## src/rtl/mem_align_unit_if.sv

```systemverilog
// mem_align_unit_if: EX/MEM request/response and word-wide data-memory signals of the alignment stage.
interface mem_align_unit_if #(parameter int ADDR_W = 9);
  logic              req_valid;
  logic              req_ready;
  logic              mem_read;
  logic              mem_write;
  logic [2:0]        funct3;
  logic [31:0]       addr;
  logic [31:0]       wdata;
  logic              rsp_valid;
  logic [31:0]       rsp_rdata;
  logic              rsp_misalign;
  logic [ADDR_W-1:0] dm_addr;
  logic [31:0]       dm_wdata;
  logic [3:0]        dm_be;
  logic              dm_we;
  logic              dm_re;
  logic [31:0]       dm_rdata;
  modport slave (
    input  req_valid, mem_read, mem_write, funct3, addr, wdata, dm_rdata,
    output req_ready, rsp_valid, rsp_rdata, rsp_misalign, dm_addr, dm_wdata, dm_be, dm_we, dm_re
  );
  modport master (
    output req_valid, mem_read, mem_write, funct3, addr, wdata, dm_rdata,
    input  req_ready, rsp_valid, rsp_rdata, rsp_misalign, dm_addr, dm_wdata, dm_be, dm_we, dm_re
  );
endinterface

```

## src/rtl/mem_align_unit.sv

```systemverilog
// mem_align_unit: load/store alignment stage; splits word-crossing accesses and extends load data.
module mem_align_unit #(
  parameter int DATA_W   = 32,
  parameter int ADDR_W   = 9,
  parameter int SPLIT_EN = 1
) (
  input logic clk,
  input logic reset,
  mem_align_unit_if.slave bus
);
  typedef enum logic [2:0] {IDLE, ACC0, WAIT0, ACC1, WAIT1, RESP} state_t;
  state_t              state;
  logic                st;
  logic [2:0]          f3;
  logic [1:0]          o;
  logic [ADDR_W-1:0]   wa;
  logic [7:0]          m;
  logic [2*DATA_W-1:0] sd, mw;
  logic [DATA_W-1:0]   w0, lr, ext;
  logic [3:0]          bm;
  logic                split, drop;
  assign bus.req_ready = state == IDLE;
  always_comb begin
    bm    = (bus.mem_write ? bus.funct3 == 3'b000 : bus.funct3[1:0] == 2'b00) ? 4'b0001 :
            (bus.mem_write ? bus.funct3 == 3'b001 : bus.funct3[1:0] == 2'b01) ? 4'b0011 : 4'b1111;
    split = |m[7:4];
    drop  = split && (SPLIT_EN == 0);
    // The most recently read word is still live on dm_rdata in RESP, so only word0 is kept.
    mw    = split ? {bus.dm_rdata, w0} : {{DATA_W{1'b0}}, bus.dm_rdata};
    lr    = DATA_W'(mw >> {o, 3'b000});
    ext   = f3 == 3'b000 ? {{24{lr[7]}}, lr[7:0]} :
            f3 == 3'b001 ? {{16{lr[15]}}, lr[15:0]} :
            f3 == 3'b100 ? {24'b0, lr[7:0]} :
            f3 == 3'b101 ? {16'b0, lr[15:0]} : lr;
  end
  always_ff @(posedge clk or posedge reset) begin
    if (reset) begin
      state            <= IDLE;
      st               <= 1'b0;
      f3               <= 3'b0;
      o                <= 2'b0;
      wa               <= '0;
      m                <= 8'b0;
      sd               <= '0;
      w0               <= '0;
      bus.rsp_valid    <= 1'b0;
      bus.rsp_rdata    <= '0;
      bus.rsp_misalign <= 1'b0;
      bus.dm_addr      <= '0;
      bus.dm_wdata     <= '0;
      bus.dm_be        <= 4'b0;
      bus.dm_we        <= 1'b0;
      bus.dm_re        <= 1'b0;
    end else begin
      bus.dm_we     <= 1'b0;
      bus.dm_re     <= 1'b0;
      bus.dm_be     <= 4'b0;
      bus.rsp_valid <= 1'b0;
      case (state)
        IDLE: if (bus.req_valid && (bus.mem_read || bus.mem_write)) begin
          st    <= bus.mem_write;
          f3    <= bus.funct3;
          o     <= bus.addr[1:0];
          wa    <= bus.addr[ADDR_W+1:2];
          m     <= {4'b0, bm} << bus.addr[1:0];
          sd    <= {{DATA_W{1'b0}}, bus.wdata} << {bus.addr[1:0], 3'b000};
          state <= ACC0;
        end
        ACC0: begin
          if (!drop) begin
            bus.dm_addr  <= wa;
            bus.dm_we    <= st;
            bus.dm_re    <= !st;
            bus.dm_be    <= st ? m[3:0] : 4'b0;
            bus.dm_wdata <= sd[DATA_W-1:0];
          end
          state <= drop ? RESP : !st ? WAIT0 : split ? ACC1 : RESP;
        end
        WAIT0: state <= split ? ACC1 : RESP;
        ACC1: begin
          w0           <= bus.dm_rdata;
          bus.dm_addr  <= wa + ADDR_W'(1);
          bus.dm_we    <= st;
          bus.dm_re    <= !st;
          bus.dm_be    <= st ? m[7:4] : 4'b0;
          bus.dm_wdata <= sd[2*DATA_W-1:DATA_W];
          state        <= st ? RESP : WAIT1;
        end
        WAIT1: state <= RESP;
        RESP: begin
          bus.rsp_valid    <= 1'b1;
          bus.rsp_misalign <= split;
          bus.rsp_rdata    <= (st || drop) ? '0 : ext;
          state            <= IDLE;
        end
        default: state <= IDLE;
      endcase
    end
  end
endmodule

```

## src/flat_wrapper.sv

```systemverilog
// flat-port wrapper written by rule: the top's interface ports become plain ports
module mem_align_unit_flat 
#(
  parameter int DATA_W   = 32,
  parameter int ADDR_W   = 9,
  parameter int SPLIT_EN = 1
)
  (clk, reset, bus_req_valid, bus_mem_read, bus_mem_write, bus_funct3, bus_addr, bus_wdata, bus_dm_rdata, bus_req_ready, bus_rsp_valid, bus_rsp_rdata, bus_rsp_misalign, bus_dm_addr, bus_dm_wdata, bus_dm_be, bus_dm_we, bus_dm_re);
  mem_align_unit_if #(.ADDR_W(ADDR_W)) bus_i ();
  input logic clk;
  input logic reset;
  input wire logic [$bits(bus_i.req_valid)-1:0] bus_req_valid;
  input wire logic [$bits(bus_i.mem_read)-1:0] bus_mem_read;
  input wire logic [$bits(bus_i.mem_write)-1:0] bus_mem_write;
  input wire logic [$bits(bus_i.funct3)-1:0] bus_funct3;
  input wire logic [$bits(bus_i.addr)-1:0] bus_addr;
  input wire logic [$bits(bus_i.wdata)-1:0] bus_wdata;
  input wire logic [$bits(bus_i.dm_rdata)-1:0] bus_dm_rdata;
  output wire logic [$bits(bus_i.req_ready)-1:0] bus_req_ready;
  output wire logic [$bits(bus_i.rsp_valid)-1:0] bus_rsp_valid;
  output wire logic [$bits(bus_i.rsp_rdata)-1:0] bus_rsp_rdata;
  output wire logic [$bits(bus_i.rsp_misalign)-1:0] bus_rsp_misalign;
  output wire logic [$bits(bus_i.dm_addr)-1:0] bus_dm_addr;
  output wire logic [$bits(bus_i.dm_wdata)-1:0] bus_dm_wdata;
  output wire logic [$bits(bus_i.dm_be)-1:0] bus_dm_be;
  output wire logic [$bits(bus_i.dm_we)-1:0] bus_dm_we;
  output wire logic [$bits(bus_i.dm_re)-1:0] bus_dm_re;
  assign bus_i.req_valid = bus_req_valid;
  assign bus_i.mem_read = bus_mem_read;
  assign bus_i.mem_write = bus_mem_write;
  assign bus_i.funct3 = bus_funct3;
  assign bus_i.addr = bus_addr;
  assign bus_i.wdata = bus_wdata;
  assign bus_i.dm_rdata = bus_dm_rdata;
  assign bus_req_ready = bus_i.req_ready;
  assign bus_rsp_valid = bus_i.rsp_valid;
  assign bus_rsp_rdata = bus_i.rsp_rdata;
  assign bus_rsp_misalign = bus_i.rsp_misalign;
  assign bus_dm_addr = bus_i.dm_addr;
  assign bus_dm_wdata = bus_i.dm_wdata;
  assign bus_dm_be = bus_i.dm_be;
  assign bus_dm_we = bus_i.dm_we;
  assign bus_dm_re = bus_i.dm_re;
  mem_align_unit #(.DATA_W(DATA_W), .ADDR_W(ADDR_W), .SPLIT_EN(SPLIT_EN)) u_core (.clk(clk), .reset(reset), .bus(bus_i));
endmodule
```

## config.mk

```make
export PLATFORM = sky130hd
export DESIGN_NAME = mem_align_unit_flat
export DESIGN_NICKNAME = d
export VERILOG_FILES = /design/src/rtl/mem_align_unit_if.sv /design/src/rtl/mem_align_unit.sv /design/src/flat_wrapper.sv
export SDC_FILE = /design/constraint.sdc
export NUM_CORES = 1
export LEC_CHECK = 0
export ABC_AREA = 1
export ABC_CLOCK_PERIOD_IN_PS = 9100
export CAP_MARGIN = 0
export CORE_UTILIZATION = 35
export CTS_CLUSTER_SIZE = 12
export DETAILED_ROUTE_END_ITERATION = 12
export DONT_BUFFER_PORTS = 1
export GPL_TIMING_DRIVEN = 0
export PLACE_DENSITY_LB_ADDON = 0.12
export SLEW_MARGIN = 20
export SYNTH_ARGS = -nofsm -noshare
export SYNTH_HDL_FRONTEND = slang
export SYNTH_SLANG_ARGS = --single-unit
```

## constraint.sdc

```tcl
create_clock -name clk -period 9.1 [get_ports clk]
set_clock_uncertainty 0.1 [all_clocks]
set_input_delay 1.365 -clock clk [delete_from_list [all_inputs] [get_ports clk]]
set_output_delay 1.365 -clock clk [all_outputs]
set_load 0.03 [all_outputs]
```

==> results.md, run 1 <==
* Synth async-reset ratio at 100%
* Setup bufs post-CTS at 0
* Die Ht at ~170 um
* Critical path endpoint category: output port
* First-pass GRT wire length at between 50 and 60 mm
* Mapped Cells at approximately 1300
* Setup WS post-layout at 6.15 ns
* Combinational power share at between 40% and 50%
* Die area at about 29000 um2
* Largest net degree at the start of global routing at 79
* DRC viols at 0
* Syn avg cell area at slightly below 8 um2
* Hold Startpoint: u_core.w0[31]$_DFFE_PP0P_
* FMAX at approximately 340 MHz
* HPWL after DPL at 25.5 mm
* Worst-path fanout max at 5
* DRT Wirelength at ~34 mm
* CTS tree: done
* Slew headroom at between 40% and 50%
* RD Place Congestion at a little over 0.9
* Top cells by area, synth: dfrtp_1 (49%), nand2_1 (16%), o21ai_0 (6.5%)
* Via/cell ratio at between 5 and 6
* Final hold vios at 0
* Max Cap Viol at 0
* Crit path launch: u_core.state[1]$_DFFE_PP0P_
* DR WL/cell at approximately 20 um
* Area of the multi-input gates at slightly above 4000 um2
* Root buffer cell: clkbuf_16
* Inserted Clock Buffers at 17
* Critical path class: reg -> out
* Die X-Extent at about 170 um
* Internal at between 0.002 and 0.0025 W
* Vias in the first global route at 9034
* CTS Buffer Depth at 2
* Switch share at roughly half
* Area growth, synth to finish at 11.5%
* Leakage at ~5.4 nW
* Resized Gates After CTS at 0
* Fillers at 2852
* Tcrit/Tclk final at approximately 32%
* RSZ-0062 raised after global routing: false
* Power share of the clock group at 16.8%
* Sequential standard cell area at approximately 4900 um2
* Yosys cell types at 36
* Number of flops mapped to enable cells by yosys at 0
* Reg-to-reg critical path startpoint: u_core.o[0]$_DFFE_PP0P_
* Final setup viols at 0
* DRT Pass-1 Iters at 5
* Synth warn at 0
* Final slew viol count at 0
* Sequential share of power at ~40%
* Worst IR Drop VDD at ~190 uV
* Core Rows at 60
* Data required, critical path at around 7.6 ns
* Pwr dens at ~420 nW/um2
* Sw power at 0.00234 W
* Vias at 8808
* Global route total overflow at 0
* Post-synth top area cell: dfrtp_1
* CTS sink count at roughly 190
* Antenna viol nets, final at 0
* Synth Cell Area at 9830 um2
* Ys flop type: dfrtp_1
* Number of top-level pins at 186
* Final nets at 1385
* Share of the synthesized area in the top cell type at between 40% and 50%
* Register-to-Register Path Depth at 9
* Iter 0 DRT Violations at between 700 and 800
* Seq cells post-synth at 194
* Place WS at a little over 6 ns
* Initial Utilization at about 36%
* Hold Buf Count CTS at 0
* Antenna violations before repair at 1
* Crit path launch type: flop
* Seq/Total Area, Yosys at approximately half
* Hold Path Depth at 2
* Placed Cells at ~1600
* Clock slew at reported path FFs at approximately 0.08 ns
* GRT Util Overall at roughly a quarter
* Syn Nets at 1364
* Arrival @ worst endpoint at between 1 and 1.5 ns
* Hold WS at ~0.38 ns
* Period minus WS final at around 3 ns
* Core ar. at approximately 27000 um2
* Port buffer count at 0
* Layout cells sized above 1 at between 7 and 8%
* HP Class: reg -> reg
* Fin cells at between 1500 and 2000
* H-tree levels at 4
* Worst skew pair latency at ~0.44 ns
* Outcome: finished, final reports clean
* Actual slew at the worst max-slew pin at between 0.7 and 0.8 ns
through the flow:
stage          area [um2]  power [W]  util, %  setup TNS (ns)
2_1_floorplan        9830    0.00323        -               0
3_3_place_gp        10300    0.00384     37.8          -53.69
3_5_place_dp        10400    0.00386     38.0               0
4_1_cts             11000    0.00466     40.2               0
5_1_grt             11000    0.00502     40.2               0
6_report            11000    0.00464     40.2               0
flip-flops by register name, summed over array words and instances, names as in the netlist:
register	count
u_core.sd	56
u_core.bus.dm_wdata	32
u_core.bus.rsp_rdata	32
u_core.w0	32
u_core.bus.dm_addr	9
u_core.wa	9
u_core.m	7
u_core.bus.dm_be	4
u_core.f3	3
u_core.state	3
u_core.o	2
u_core.bus.dm_re	1
u_core.bus.dm_we	1
u_core.bus.rsp_misalign	1
u_core.bus.rsp_valid	1
u_core.st	1
Yosys cell counts (3+ instances only):
cell type,number
o22ai_1,19
buf_6,4
o221ai_1,25
o21ai_0,128
buf_2,30
nor2_1,33
nor3_4,3
nor2_4,3
inv_1,117
nand3_1,127
dfrtp_1,194
a21oi_1,39
nand3_2,3
nand2_1,420
buf_1,6
inv_2,5
clkbuf_1,38
o211ai_1,36
a22o_1,8
worst max-delay path, stage by stage, from the launching register on:
cell	delay, ns
dfrtp_1	0.50
nor2_1	0.17
nand2_1	0.12
inv_1	0.27
cell type report:
cell class | count | share of cell area, %
inverters | 123 | 4.28
flip-flops and latches | 194 | 44.3
diodes | 1 | 0.0228
repair buffers | 2 | 0.503
clock inverters | 14 | 1.44
clock buffers | 18 | 4.01
plain buffers | 79 | 3.36
multi-input cells | 863 | 37.8
well taps | 372 | 4.25
metal layers:
layer / track usage, % / share of wire [%] / vias to the layer above / wire [um]
met5: 0 / 0 / - / 0
li1: - / - / 4197 / -
met1: 32.9 / 45 / 4263 / 15200
met4: 9.36 / 3.3 / 0 / 1100
met2: 37.7 / 44 / 291 / 14700
met3: 6.53 / 7.5 / 57 / 2520
path summary, 6_finish.rpt:
| path | end | slack (ns) |
|---|---|---|
| min in group asynchronous | u_core.sd[21]$_DFFE_PP0P_ | 0.66 |
| worst max-delay path | bus_req_ready | 6.15 |
| worst min register to register | u_core.w0[31]$_DFFE_PP0P_ | 0.38 |
| max in group asynchronous | u_core.bus.rsp_rdata[18]$_DFFE_PP0P_ | 7.53 |
| worst min-delay path | u_core.w0[31]$_DFFE_PP0P_ | 0.38 |
| worst max register to register | u_core.bus.rsp_rdata[10]$_DFFE_PP0P_ | 6.80 |
power by group through the flow:
stage	Clock (W)	Combinational [W]	Sequential, W
2_1_floorplan	0	0.00145	0.00178
3_3_place_gp	0	0.00198	0.00186
3_5_place_dp	0	0.00200	0.00187
4_1_cts	0.000794	0.00201	0.00185
5_1_grt	0.000818	0.00231	0.00190
6_report	0.000778	0.00201	0.00185
layout by cell type, fill, tap and decap left out, types with 5 or more instances in the layout:
| master | count |
|---|---|
| a22o_1 | 8 |
| buf_2 | 30 |
| clkbuf_1 | 38 |
| o221ai_1 | 25 |
| buf_1 | 6 |
| nor2_1 | 33 |
| o21ai_0 | 128 |
| dfrtp_1 | 194 |
| nand2_1 | 420 |
| a21oi_1 | 39 |
| o211ai_1 | 36 |
| clkbuf_16 | 17 |
| o22ai_1 | 19 |
| inv_2 | 5 |
| inv_1 | 116 |
| nand3_1 | 127 |
cell families (layout without fill, tap and decap cells):
group | Yosys count | in the layout | share of synthesized area (%)
and+or+nand+nor | 599 | 599 | 26.0
buffers and inverters | 202 | 236 | 8.44
xor gates and xnor gates | 4 | 4 | 0.357
DFF | 194 | 194 | 49.4
adders and majority gates | 1 | 1 | 0.127
AOI/OAI and AO/OA | 259 | 259 | 15.7
other | 0 | 1 | 0
Note: power is estimated with default switching activity, not from simulation.
==> run 2: changes to the inputs <==
- ABC_CLOCK_PERIOD_IN_PS: 9100 -> 3100
- clock period: 9.1 -> 3.1 ns (I/O delays scaled with it)
==> run 2 against run 1 <==
Combinational power increased to 2.9 times the previous value. Setup slack got worse by 5.2 ns. Design area rose by 0.86%. Utilization is 0.34 points higher. Via count down 0.69%. Worst hold slack got worse by 0.36 ns. Die area unchanged. Largest power group unchanged.
==> results.md, run 2 (synthesis results as in run 1) <==
* Worst IR Drop VDD at 553 uV (+190%)
* Antenna viol nets, final at 0 (unchanged)
* Max Cap Viol at 0 (unchanged)
* Die area at 28800 um2 (unchanged)
* Hold Crit Endpoint: u_core.w0[31]$_DFFE_PP0P_
* Final hold vios at 0 (unchanged)
* CTS tree: done
* HPWL after DPL at 25.9 mm (+1.7%)
* Critical path class: reg -> reg
* Place WS at 0.932 ns (-5.16 ns)
* Tcrit/Tclk final at a little over two thirds
* First-pass GRT wire length at 52.9 mm (+0.62%)
* Largest net degree at the start of global routing at 30 (-62%)
* GRT busiest layer: met2
* Number of top-level pins at 186 (unchanged)
* Final setup viols at 0 (unchanged)
* Core Rows at 60 (unchanged)
* Area post-placement at 10400 um2 (+0.79%)
* Worst skew pair latency at 0.46 ns (+0.02 ns)
* Vias in the first global route at 8950 (-0.93%)
* Global route total overflow at 0 (unchanged)
* Setup bufs post-CTS at 0 (unchanged)
* Most flops, register: u_core.sd
* Initial Utilization at 36.1% (unchanged)
* Met3 Track Usage GR at 7.46% (+0.93 points)
* CTS Buffer Depth at 2 (unchanged)
* DRT Pass-1 Iters at 5 (unchanged)
* Met1 GRT Util at 32.9% (about the same)
* Final core utilization at 40.5% (+0.34 points)
* DR WL/cell at 20.3 um (+0.83%)
* Max FFs per register at 56 (unchanged)
* Resized Gates After CTS at 0 (unchanged)
* H-tree levels at 4 (unchanged)
* Vias at 8747 (-0.69%)
* Pwr dens at 1230 nW/um2 (+190%)
* Commonest cells after routing, fill and taps aside: nand2_1 (420), dfrtp_1 (194), o21ai_0 (128)
* Inserted Clock Buffers at 17 (unchanged)
* Setup WS post-layout at 0.909 ns (-5.24 ns)
* Hold WS at 0.0255 ns (-0.358 ns)
* Commonest non-fill, non-tap cell in the layout: nand2_1
* Area growth, synth to finish at 12.4%
* HP Class: in -> reg
* Hold Path Depth at 2 (unchanged)
* Critical path endpoint category: flop
* Iter 0 DRT Violations at 716 (-2.6%)
* Worst R2R End: u_core.bus.rsp_rdata[10]$_DFFE_PP0P_
* Die X-Extent at 170 um (unchanged)
* GRT Util Overall at 24.6% (+0.12 points)
* RSZ-0062 raised after global routing: false
* Crit path launch type: flop
* Fillers at 2850 (-0.070%)
* Actual slew at the worst max-slew pin at 0.743 ns (-0.0365 ns)
* FMAX at approximately 460 MHz
* Port buffer count at 0 (unchanged)
* Core ar. at 27300 um2 (unchanged)
* Via/cell ratio at 5.23 (-1.0%)
* Die Ht at 170 um (unchanged)
* CTS sink count at 194 (unchanged)
* DRC viols at 0 (unchanged)
* Hold Startpoint: bus_dm_rdata[31]
* Leakage at 5.46 nW (+0.88%)
* Design Power at 0.0136 W (+190%)
* Antenna violations before repair at 1 (unchanged)
* RD Place Congestion at 0.922 (+1.2%)
* Outcome: finished, final reports clean
* DRT Wirelength at 33.9 mm (+1.2%)
* Register-to-Register Path Depth at 9 (unchanged)
* Worst-path fanout max at 10 (+5)
* Data required, critical path at 3.39 ns (-4.25 ns)
* Reg-to-reg critical path startpoint: u_core.o[0]$_DFFE_PP0P_
* Final slew viol count at 0 (unchanged)
* Final nets at 1391 (+0.43%)
* Fin area at 11000 um2 (+0.86%)
* Clock slew at reported path FFs at 0.08 ns (about the same)
* Arrival @ worst endpoint at 2.48 ns (+0.99 ns)
* Layout cells sized above 1 at 7.39% (+0.35 points)
* Grt met2 use at 38.1% (+0.34 points)
* Root buffer cell: clkbuf_16
* Reg2Reg Setup Slack at 0.91 ns (-5.89 ns)
* Slew headroom at 49.9% (+2.5 points)
* Period minus WS final at ~2.2 ns
[run 2: cell types whose count changed in the layout (fill, tap and decap cells not counted)]
cell           before  now
inv_12              2    0
buf_16              2    0
dlygate4sd3_1       0    1
inv_6               3    2
buf_12              0    7
clkinv_2            0    2
bufinv_16           0    1
[run 2: layout make-up]
class                           count  area [um2]  share of cell area (%)
Antenna cell                        1        2.50                  0.0227
Buffer                             79         368                    3.33
Clock buffer                       18         439                    3.98
Clock inverter                     14         160                    1.45
Inverter                          123         465                    4.21
Multi-Input combinational cell    863        4140                    37.5
Sequential cell                   194        4850                    43.9
Tap cell                          372         465                    4.21
Timing Repair Buffer                8         150                    1.36
[run 2: per-layer routing]
metal | routed length, um | vias to the layer above
li1 | - | 4194
met1 | 15200 | 4250
met2 | 15300 | 261
met3 | 2670 | 42
met4 | 740 | 0
met5 | 0 | -
[run 2: how the worst max path moves through the flow]
stage / slack [ns] / start / end
floorplan: 0.03 / reset / u_core.bus.dm_addr[0]$_DFFE_PP0N_
global placement: -1.29 / reset / u_core.bus.rsp_rdata[29]$_DFFE_PP0P_
detailed placement: 0.93 / u_core.state[1]$_DFFE_PP0P_ / u_core.w0[30]$_DFFE_PP0P_
CTS: 0.91 / u_core.state[1]$_DFFE_PP0P_ / u_core.w0[30]$_DFFE_PP0P_
global route: 0.76 / u_core.o[0]$_DFFE_PP0P_ / u_core.bus.rsp_rdata[12]$_DFFE_PP0P_
finish: 0.91 / u_core.o[0]$_DFFE_PP0P_ / u_core.bus.rsp_rdata[10]$_DFFE_PP0P_
[run 2: power breakdown]
group	switching (W)	internal, W	leakage [nW]
sequential	0.00173	0.00371	2.45
combinational	0.00397	0.00192	2.71
clock	0.00112	0.00117	0.294
[run 2: timing repair]
action                     4_1_cts  5_1_grt
hold buffers                     1        0
hold endpoints to repair         9        0
setup endpoints to repair        0        0
[run 2: metrics by stage]
| step | cells | setup TNS [ns] |
|---|---|---|
| detailed placement | 1638 | 0 |
| global route | 1672 | 0 |
| finish | 1672 | 0 |
| global placement | 1631 | -247.05 |
| floorplan | 1259 | 0 |
| CTS | 1671 | 0 |
[run 2: critical path, cell delays in order, from the launching register on]
cell,delay (ns)
dfrtp_1,0.40
inv_1,0.07
clkbuf_1,0.43
clkbuf_1,0.53
o211ai_1,0.17
nand3_1,0.15
nand3_1,0.10
nand2_1,0.07
nand2_1,0.06
nand2_1,0.05
==> run 3: changes to the inputs <==
- ABC_CLOCK_PERIOD_IN_PS: 3100 -> 1800
- clock period: 3.1 -> 1.8 ns (I/O delays scaled with it)
==> run 3 against run 2 <==
The run now ends with negative setup slack left. Register-to-register slack got worse by 1.0 ns. Highest routed layer unchanged. Combinational power rose by 120%. Die area did not move. Largest power group unchanged.
==> results.md, run 3 (synthesis results as in run 1) <==
* Tcrit/Tclk final at 105% (+34 points)
* Critical path class: reg -> reg
* Most flops, register: u_core.sd
* Die Ht at 170 um (unchanged)
* RSZ-0062 raised after global routing: true
* Inserted Clock Buffers at 17 (unchanged)
* FMAX at 529 MHz (+16%)
* Worst IR Drop VDD at 903 uV (+63%)
* Final core utilization at 46.6% (+6.0 points)
* Die area at 28800 um2 (unchanged)
* Pwr dens at 2060 nW/um2 (+67%)
* HPWL after DPL at 25.9 mm (unchanged)
* Crit path cell chain: nor2_4 > buf_6 > nand2_4 > buf_6 > o211ai_1 > nand3_1 > nand3_2 > nand2_4 > buf_6 > nand2_1 > nand2_1
* Global route total overflow at 0 (unchanged)
* Max Cap Viol at 0 (unchanged)
* Initial Utilization at 36.1% (unchanged)
* Final nets at 1487 (+6.9%)
* Arrival @ worst endpoint at 2.13 ns (-0.35 ns)
* Largest net degree at the start of global routing at 30 (unchanged)
* Data required, critical path at 2.04 ns (-1.35 ns)
* Number of top-level pins at 186 (unchanged)
* Port buffer count at 0 (unchanged)
* Root buffer cell: clkbuf_16
* CTS Buffer Depth at 2 (unchanged)
* Leakage at 6.22 nW (+14%)
* Sequential standard cell area at 4860 um2 (about the same)
* Final setup viols at 23 (+23)
* DRC viols at 0 (unchanged)
* DRT Wirelength at 36.2 mm (+6.7%)
* Antenna violations before repair at 0 (-1)
* Actual slew at the worst max-slew pin at 0.847 ns (+0.104 ns)
* CTS sink count at 194 (unchanged)
* RD Place Congestion at 0.922 (unchanged)
* GRT Util Overall at 25.7% (+1.1 points)
* Largest stage delay on the critical path at 0.41 ns (-0.12 ns)
* DRT Pass-1 Iters at 7 (+2)
* DR WL/cell at 20.5 um (+0.93%)
* Worst skew pair latency at 0.46 ns (about the same)
* Antenna viol nets, final at 0 (unchanged)
* Fin area at 12700 um2 (+15%)
* Vias in the first global route at 9532 (+6.5%)
* Die X-Extent at 170 um (unchanged)
* Clock slew at reported path FFs at 0.09 ns (about the same)
* Core ar. at 27300 um2 (unchanged)
* Failing checks: negative setup slack
* Commonest cells after routing, fill and taps aside: nand2_1 (390), dfrtp_1 (192), o21ai_0 (115)
* Area growth, synth to finish at 29.1%
* CTS tree: done
* Fillers at 2772 (-2.7%)
* Max FFs per register at 56 (unchanged)
* Antenna cells at 0 (-1)
* Commonest non-fill, non-tap cell in the layout: nand2_1
* Period minus WS final at 1.89 ns (-0.300 ns)
* Place WS at -0.368 ns (-1.30 ns)
* Area of the multi-input gates at 4560 um2 (+10%)
* Outcome: complete, but fails checks
* Area post-placement at 10400 um2 (unchanged)
* Slew headroom at 42.9% (-7.0 points)
* Register-to-Register Path Depth at 11 (+2)
* H-tree levels at 4 (unchanged)
* Worst-path fanout max at 7 (-3)
* Layout cells sized above 1 at 17.3% (+9.9 points)
* HP Class: in -> reg
* Final hold vios at 0 (unchanged)
* Final slew viol count at 0 (unchanged)
* Vias at 9427 (+7.8%)
* Via/cell ratio at 5.34 (+2.0%)
* First-pass GRT wire length at 55.4 mm (+4.8%)
* Critical path endpoint category: flop
* Core Rows at 60 (unchanged)
* Hold Path Depth at 2 (unchanged)
* Setup WS post-layout at -0.0906 ns (-1.00 ns)
* Critical path's slowest cell: dfrtp_1
* Iter 0 DRT Violations at 835 (+17%)
* Cell mode on critical path: buf_6
* Crit path launch type: flop
## run 3: changes by cell type in the layout (fill, tap and decap cells not counted), sizes merged
cell,change
nand3,+1
dlygate4sd3,+62
diode,-1
clkinv,-1
nand2,+1
buf,+32
inv,+1
## run 3: through the flow
step / instances / hold slack (ns) / total power, W / setup TNS (ns)
floorplan: 1259 / 0.280 / 0.0163 / -208.44
global placement: 1631 / 0.285 / 0.0194 / -496.47
detailed placement: 1638 / 0.0472 / 0.0196 / -36.97
CTS: 1751 / 0.000588 / 0.0249 / -0.463
global route: 1767 / 0.0173 / 0.0280 / -3.60
finish: 1767 / 0.0136 / 0.0261 / -1.35
## run 3: power breakdown
part           switching (W)  total (W)  internal [W]
Sequential           0.00301    0.00940       0.00639
Clock                0.00197    0.00398       0.00202
Combinational        0.00781     0.0127       0.00488
## run 3: path summary, 6_finish.rpt
kind	to	slack (ns)	startpoint
worst min register to register	u_core.w0[20]$_DFFE_PP0P_	0.39	u_core.w0[20]$_DFFE_PP0P_
max in group asynchronous	u_core.bus.rsp_rdata[10]$_DFFE_PP0P_	0.69	reset
min in group asynchronous	u_core.sd[34]$_DFFE_PP0P_	0.17	reset
worst min-delay path	u_core.sd[22]$_DFFE_PP0P_	0.01	bus_wdata[6]
worst max register to register	u_core.bus.rsp_rdata[8]$_DFFE_PP0P_	-0.09	u_core.m[5]$_DFFE_PP0P_
worst max-delay path	u_core.bus.rsp_rdata[8]$_DFFE_PP0P_	-0.09	u_core.m[5]$_DFFE_PP0P_
## run 3: critical path, delay by kind of cell, from the launching register on
family	cells	cell delay, ns
compound gates	1	0.15
buf+inv	3	0.43
flops	1	0.41
simple gates	7	0.68
## run 3: final cells by class
| cell class | count | share of cell area, % |
|---|---|---|
| sequential | 194 | 38.3 |
| multi-input combinational | 865 | 36.0 |
| timing repair buffer | 103 | 8.54 |
| buffer | 78 | 5.04 |
| inverter | 123 | 3.77 |
| tap | 372 | 3.67 |
| clock buffer | 18 | 3.46 |
| clock inverter | 14 | 1.26 |
## run 3: metal layers
| layer | up-vias | track usage, % | share of wire (%) |
|---|---|---|---|
| met3 | 59 | 7.21 | 7.9 |
| li1 | 4405 | - | - |
| met4 | 0 | 9.32 | 2.6 |
| met1 | 4618 | 34.6 | 44 |
| met2 | 345 | 39.5 | 45 |
| met5 | - | 0 | 0 |
## run 3: timing repair
item | 4_1_cts | 5_1_grt
pin swaps | 29 | 26
endpoints found under the hold margin | 165 | 2
hold buffers | 62 | 1
cloned | 4 | 3
resized for setup | 120 | 140
setup buffers | 15 | 13
setup endpoints to repair | 185 | 157
